**config.mk**
```make
export PLATFORM = sky130hd
export DESIGN_NAME = dmem_responder_flat
export DESIGN_NICKNAME = d
export VERILOG_FILES = /design/src/rtl/dmem_pkg.sv /design/src/rtl/dmem_responder_if.sv /design/src/rtl/dmem_array.sv /design/src/rtl/dmem_responder.sv /design/src/flat_wrapper.sv
export SDC_FILE = /design/constraint.sdc
export NUM_CORES = 2
export LEC_CHECK = 0
export BUFFER_PORTS_ARGS = -buffer_cell sky130_fd_sc_hd__buf_2
export CORE_AREA = 2 2 598 600
export CTS_CLUSTER_SIZE = 25
export DETAILED_ROUTE_END_ITERATION = 16
export DIE_AREA = 0 0 600 602
export REMOVE_ABC_BUFFERS = 1
export SYNTH_ARGS = -nofsm -noshare
export SYNTH_HDL_FRONTEND = slang
export SYNTH_HIERARCHICAL = 1
export SYNTH_SLANG_ARGS = --single-unit
```
**constraint.sdc**
```tcl
create_clock -name clk -period 4.1 [get_ports clk]
set_input_delay 0.205 -clock clk [delete_from_list [all_inputs] [get_ports clk]]
set_output_delay 0.205 -clock clk [all_outputs]
set_load 0.1 [all_outputs]
```
**src/rtl/dmem_pkg.sv**
```systemverilog
// Shared constants and types for the data-memory responder.
// Op encodings, geometry and FSM states live here.
package dmem_pkg;

    localparam int DEPTH = 128;
    localparam int AW    = 7;

    localparam logic [31:0] ADDR_LIMIT = 32'd512;

    localparam logic [1:0] OP_READ  = 2'd0;
    localparam logic [1:0] OP_WRITE = 2'd1;
    localparam logic [1:0] OP_SWAP  = 2'd2;
    localparam logic [1:0] OP_RSVD  = 2'd3;

    typedef enum logic [1:0] {
        ST_IDLE,
        ST_ACCESS,
        ST_RESP
    } state_e;

    function automatic logic req_bad(logic [1:0] op, logic [31:0] addr);
        return (addr[1:0] != 2'b00) || (addr >= ADDR_LIMIT) || (op == OP_RSVD);
    endfunction

endpackage

```
**src/rtl/dmem_responder_if.sv**
```systemverilog
// Request/response bundle between an initiator and the responder.
// Both channels use a valid/ready handshake.
interface dmem_responder_if;

    logic        req_valid;
    logic        req_ready;
    logic [1:0]  req_op;
    logic [31:0] req_addr;
    logic [31:0] req_wdata;
    logic        resp_valid;
    logic        resp_ready;
    logic [31:0] resp_rdata;
    logic        resp_err;

    modport master (
        output req_valid, req_op, req_addr, req_wdata, resp_ready,
        input  req_ready, resp_valid, resp_rdata, resp_err
    );

    modport slave (
        input  req_valid, req_op, req_addr, req_wdata, resp_ready,
        output req_ready, resp_valid, resp_rdata, resp_err
    );

endinterface

```
**src/rtl/dmem_array.sv**
```systemverilog
// 128 x 32 word store, one sync read port and one write port.
// Reads on a write edge return the pre-write contents.
module dmem_array
    import dmem_pkg::*;
(
    input  logic          clk,
    input  logic          re_i,
    input  logic [AW-1:0] raddr_i,
    output logic [31:0]   rdata_o,
    input  logic          we_i,
    input  logic [AW-1:0] waddr_i,
    input  logic [31:0]   wdata_i
);

    logic [31:0] words [DEPTH];
    logic [31:0] rdata_q;

    // Each word powers up holding its own index; reset never touches it.
    for (genvar i = 0; i < DEPTH; i++) begin : g_word
        logic [31:0] word_q = 32'(i);

        always_ff @(posedge clk) begin
            if (we_i && (waddr_i == AW'(i))) begin
                word_q <= wdata_i;
            end
        end

        assign words[i] = word_q;
    end

    always_ff @(posedge clk) begin
        if (re_i) begin
            rdata_q <= words[raddr_i];
        end
    end

    assign rdata_o = rdata_q;

endmodule

```
**src/rtl/dmem_responder.sv**
```systemverilog
// Three-state memory responder: IDLE accepts, ACCESS touches the
// array, RESP holds the result until the initiator takes it.
module dmem_responder
    import dmem_pkg::*;
(
    input  logic            clk,
    input  logic            rst,
    dmem_responder_if.slave bus
);

    state_e      state_q, state_d;
    logic [1:0]  op_q;
    logic [31:0] addr_q;
    logic [31:0] wdata_q;
    logic        err_q, err_d;
    logic        rsel_q, rsel_d;
    logic        accept;
    logic        bad;
    logic        re;
    logic        we;
    logic [31:0] arr_rdata;

    assign accept = bus.req_valid && (state_q == ST_IDLE);
    assign bad    = req_bad(op_q, addr_q);

    always_comb begin
        state_d = state_q;
        err_d   = err_q;
        rsel_d  = rsel_q;
        re      = 1'b0;
        we      = 1'b0;
        unique case (state_q)
            ST_IDLE: begin
                if (bus.req_valid) state_d = ST_ACCESS;
            end
            ST_ACCESS: begin
                state_d = ST_RESP;
                err_d   = bad;
                rsel_d  = !bad && ((op_q == OP_READ) || (op_q == OP_SWAP));
                re      = rsel_d;
                // A reset landing on this edge must not commit the store.
                we      = rst && !bad && ((op_q == OP_WRITE) || (op_q == OP_SWAP));
            end
            ST_RESP: begin
                if (bus.resp_ready) begin
                    state_d = ST_IDLE;
                    err_d   = 1'b0;
                    rsel_d  = 1'b0;
                end
            end
            default: state_d = ST_IDLE;
        endcase
    end

    always_ff @(posedge clk) begin
        if (!rst) begin
            state_q <= ST_IDLE;
            err_q   <= 1'b0;
            rsel_q  <= 1'b0;
        end else begin
            state_q <= state_d;
            err_q   <= err_d;
            rsel_q  <= rsel_d;
        end
    end

    always_ff @(posedge clk) begin
        if (accept) begin
            op_q    <= bus.req_op;
            addr_q  <= bus.req_addr;
            wdata_q <= bus.req_wdata;
        end
    end

    dmem_array u_array (
        .clk     (clk),
        .re_i    (re),
        .raddr_i (addr_q[8:2]),
        .rdata_o (arr_rdata),
        .we_i    (we),
        .waddr_i (addr_q[8:2]),
        .wdata_i (wdata_q)
    );

    assign bus.req_ready  = (state_q == ST_IDLE);
    assign bus.resp_valid = (state_q == ST_RESP);
    assign bus.resp_rdata = rsel_q ? arr_rdata : 32'd0;
    assign bus.resp_err   = err_q;

endmodule
```
**src/flat_wrapper.sv**
```systemverilog
// flat-port wrapper written by rule: the top's interface ports become plain ports
module dmem_responder_flat import dmem_pkg::*;
  (clk, rst, bus_req_valid, bus_req_op, bus_req_addr, bus_req_wdata, bus_resp_ready, bus_req_ready, bus_resp_valid, bus_resp_rdata, bus_resp_err);
  dmem_responder_if bus_i ();
  input  logic clk;
  input  logic rst;
  input wire logic [$bits(bus_i.req_valid)-1:0] bus_req_valid;
  input wire logic [$bits(bus_i.req_op)-1:0] bus_req_op;
  input wire logic [$bits(bus_i.req_addr)-1:0] bus_req_addr;
  input wire logic [$bits(bus_i.req_wdata)-1:0] bus_req_wdata;
  input wire logic [$bits(bus_i.resp_ready)-1:0] bus_resp_ready;
  output wire logic [$bits(bus_i.req_ready)-1:0] bus_req_ready;
  output wire logic [$bits(bus_i.resp_valid)-1:0] bus_resp_valid;
  output wire logic [$bits(bus_i.resp_rdata)-1:0] bus_resp_rdata;
  output wire logic [$bits(bus_i.resp_err)-1:0] bus_resp_err;
  assign bus_i.req_valid = bus_req_valid;
  assign bus_i.req_op = bus_req_op;
  assign bus_i.req_addr = bus_req_addr;
  assign bus_i.req_wdata = bus_req_wdata;
  assign bus_i.resp_ready = bus_resp_ready;
  assign bus_req_ready = bus_i.req_ready;
  assign bus_resp_valid = bus_i.resp_valid;
  assign bus_resp_rdata = bus_i.resp_rdata;
  assign bus_resp_err = bus_i.resp_err;
  dmem_responder u_core (.clk(clk), .rst(rst), .bus(bus_i));
endmodule
```
==> flow_summary.ini <==
[worst_setup_path]
critPathKind = register to register
setup.worst_path.start_class = register
cp_max_fo = 25
cp_data_arrival_time_ps = 4580
cp_common_cell = mux4_2
cp-end-kind = register
critPathLaunch = u_core/addr_q[2]
r2r-start = u_core/addr_q[2]
cpPeakStageDelay_ps = 640
rr_endpoint = u_core/u_array/rdata_o[24]
reg2regPathDepth = 7
r2r_setup_slack_ps = 210
crit_required_ps = 4790
crit_chain = buf_12 -> buf_12 -> buf_4 -> mux4_2 -> mux4_2 -> mux4_2 -> mux2_2
cp_slowest_cell = mux4_2

[floorplan]
initial_core_util = 0.448
die_w_um = 600
pin_count = 105
core_um2 = 355000
dieArea_um2 = 361000
die_y_um = 602
std_cell_rows = 219

[cts]
clockBufferDepth = 4
post-cts-setup-buffers = 0
root_buffer = clkbuf_16
cts_num_sinks = 4198
cts_tree = built
path_clk_slew_ps = 60
clock_latency_ps = 960
cts_buffers = 418
h-tree-depth = 5

[detailed_routing]
avgViaCountPerCell = 6.06
first_iter_violations = 9467
dr.pass1.iters = 6
routed_wl_um = 410000
vias = 72700
ant_nets = 0
route.detailed.wl_per_inst_um = 34.2
post-route-drc-count = 0

[synth]
yosysUniqueCellTypes = 30
synth_top_cell_by_area = edfxtp_1
ys_ff_latch = 4198
synth.top_cell.area_share = 0.791
yosys_warnings = 6
synthTopCellsByArea = edfxtp_1, mux4_2, clkbuf_1
synth_top_flop_cell = edfxtp_1
synth_edf_count = 4194
netlist_instances = 6139
synth_area_per_cell_um2 = 25.9
synth_seq_area_share = 0.792
synthArstFlopShare = 0
synth_area_um2 = 159000

[placement]
dpl_worst_slack_ps = -36.4
routabilityCongestion = 0.808
post-dp-hpwl_um = 233000
port_buffers = 104

[global_route]
grt_use_total = 0.227
grt_max_degree = 129
grt_pass1_wl_um = 574000
grt-ovfl-total = 0
first_global_vias = 74200
antenna_found_initial = 42

[timing]
finalClockSkew_ps = 36.8
hold_viol = 0
hold_ws_ps = 109
fin_crit_ps = 3890
rsz0062_at_grt = false
worst_pin_slew_ps = 1110
timing.slew.headroom = 0.261
setup_viol = 0
timing.fmax_mhz = 257
finalSetupTns_ps = 0
finalWorstSetupSlack_ps = 210
slew_viol_final = 0
finalCritPeriodShare = 0.949

[hold_path]
hp-start = bus_req_addr[5]
hold_class = primary input to register
min_path_cells = 2
hold_end = u_core/addr_q[5]

[final_layout]
utilization = 0.523
syn_to_final_growth_pct = 16.6
nFillCells = 26500
fin_nets = 6964
layout-drive-gt1-share = 0.358

[power]
totalPowerFinal_mw = 90.0
vdd_ir_drop_max_uv = 325
p_leak_nw = 56.9
power_density_nw_per_um2 = 485

[status]
outcome = finished clean

[job]
maxCapViolations = 0
layer usage:
layer / GRT usage / wire length [um]
met1: 0.330 / 166000
met2: 0.361 / 198000
met3: 0.0422 / 36700
met4: 0.0518 / 9280
met5: 0 / 65
synthesized netlist by cell type, types with 3 or more instances:
cell type / n
and2_1: 36
buf_1: 53
buf_2: 71
clkbuf_1: 191
dfxtp_1: 4
edfxtp_1: 4194
ha_1: 3
mux2_2: 32
mux4_2: 1344
nand2_1: 21
nand2b_1: 4
nand3_1: 14
nand4_1: 7
nor2_1: 129
nor2b_1: 8
nor3_1: 6
nor4_1: 6
through the flow:
step           area [um2]  cells
3_5_place_dp       171000  11100
5_1_grt            185000  12000
2_1_floorplan      158000   5821
6_report           186000  12000
3_3_place_gp       171000  11100
4_1_cts            185000  12000
worst max-delay path, delay by kind of cell, from the launching register on:
| kind | cells | cell delay, ps |
|---|---|---|
| flops | 1 | 470 |
| buf+inv | 3 | 990 |
| mux | 4 | 2100 |
layout by cell type (no fill, tap or decap), types with 2 or more instances in the layout:
cell           count
inv_1              2
clkbuf_16        429
nand3b_1           2
buf_4            206
nor2b_1            7
nor2_1             5
inv_16             2
clkinv_2          58
and2_1            35
dlygate4sd3_1    135
buf_12           205
dfxtp_1            3
mux4_2          1344
ha_1               3
clkinv_8           3
buf_2            104
diode_2           22
inv_6             10
nand3_1           13
nor3_2             5
clkinv_4           2
clkinvlp_4        16
clkinv_1          97
nand4_1            7
nor4_1             5
edfxtp_1        4194
nand2_1           21
nor2_4           124
mux2_2            32
clkbuf_1         102
nand2b_1           4
bufinv_16         35
worst max path at each step:
stage	endpoint	slack, ps	cells after the start
6_report	u_core/u_array/rdata_o[24]	210	7
4_1_cts	u_core/u_array/g_word[20].word_q[18]	50	8
3_3_place_gp	u_core/u_array/g_word[20].word_q[27]	-260	8
5_1_grt	u_core/u_array/g_word[24].word_q[22]	60	8
2_1_floorplan	u_core/u_array/g_word[20].word_q[0]	-57500	1
3_5_place_dp	u_core/u_array/g_word[20].word_q[23]	-40	8
repair_timing:
action / CTS / global route
hold buffers: 135 / 0
endpoints found under the hold margin: 70 / 0
resized for setup: 1 / 2
setup endpoints to repair: 115 / 759
power by group:
part | switching (mW) | total [mW] | internal, mW
clock network | 15.9 | 37.2 | 21.3
registers | 0.0595 | 47.5 | 47.4
logic | 3.18 | 5.32 | 2.14
layout make-up:
cell class	instances	area, um2	share of cell area
sequential	4198	126000	0.679
multi-input combinational	1621	32800	0.177
clock buffer	531	11100	0.0599
timing repair buffer	650	7520	0.0405
tap	4751	5940	0.0320
clock inverter	225	2060	0.0111
antenna	22	55.1	0.000297
inverter	2	7.51	0.0000405
cells by family (layout without fill, tap and decap cells):
| family | Yosys count | in the layout | synth area share |
|---|---|---|---|
| flip-flops | 4198 | 4198 | 0.792 |
| multiplexers | 1376 | 1376 | 0.192 |
| buffers and inverters | 320 | 1408 | 0.00822 |
| AND/OR/NAND/NOR | 237 | 237 | 0.00688 |
| AO/OA/AOI/OAI | 5 | 5 | 0.000244 |
| adder cells (fa/ha/maj) | 3 | 3 | 0.000236 |
| other | 0 | 22 | 0 |
sequential cells by signal, summed over array words and instances (netlist names):
signal and cells:
u_core/u_array/g_word.word_q 4096, u_core/addr_q 32, u_core/u_array/rdata_o 32, u_core/wdata_q 32, u_core/op_q 2, u_core/state_q 2
u_core/bus.resp_err 1, u_core/rsel_q 1
No activity file was read; power rests on OpenSTA's default activity.
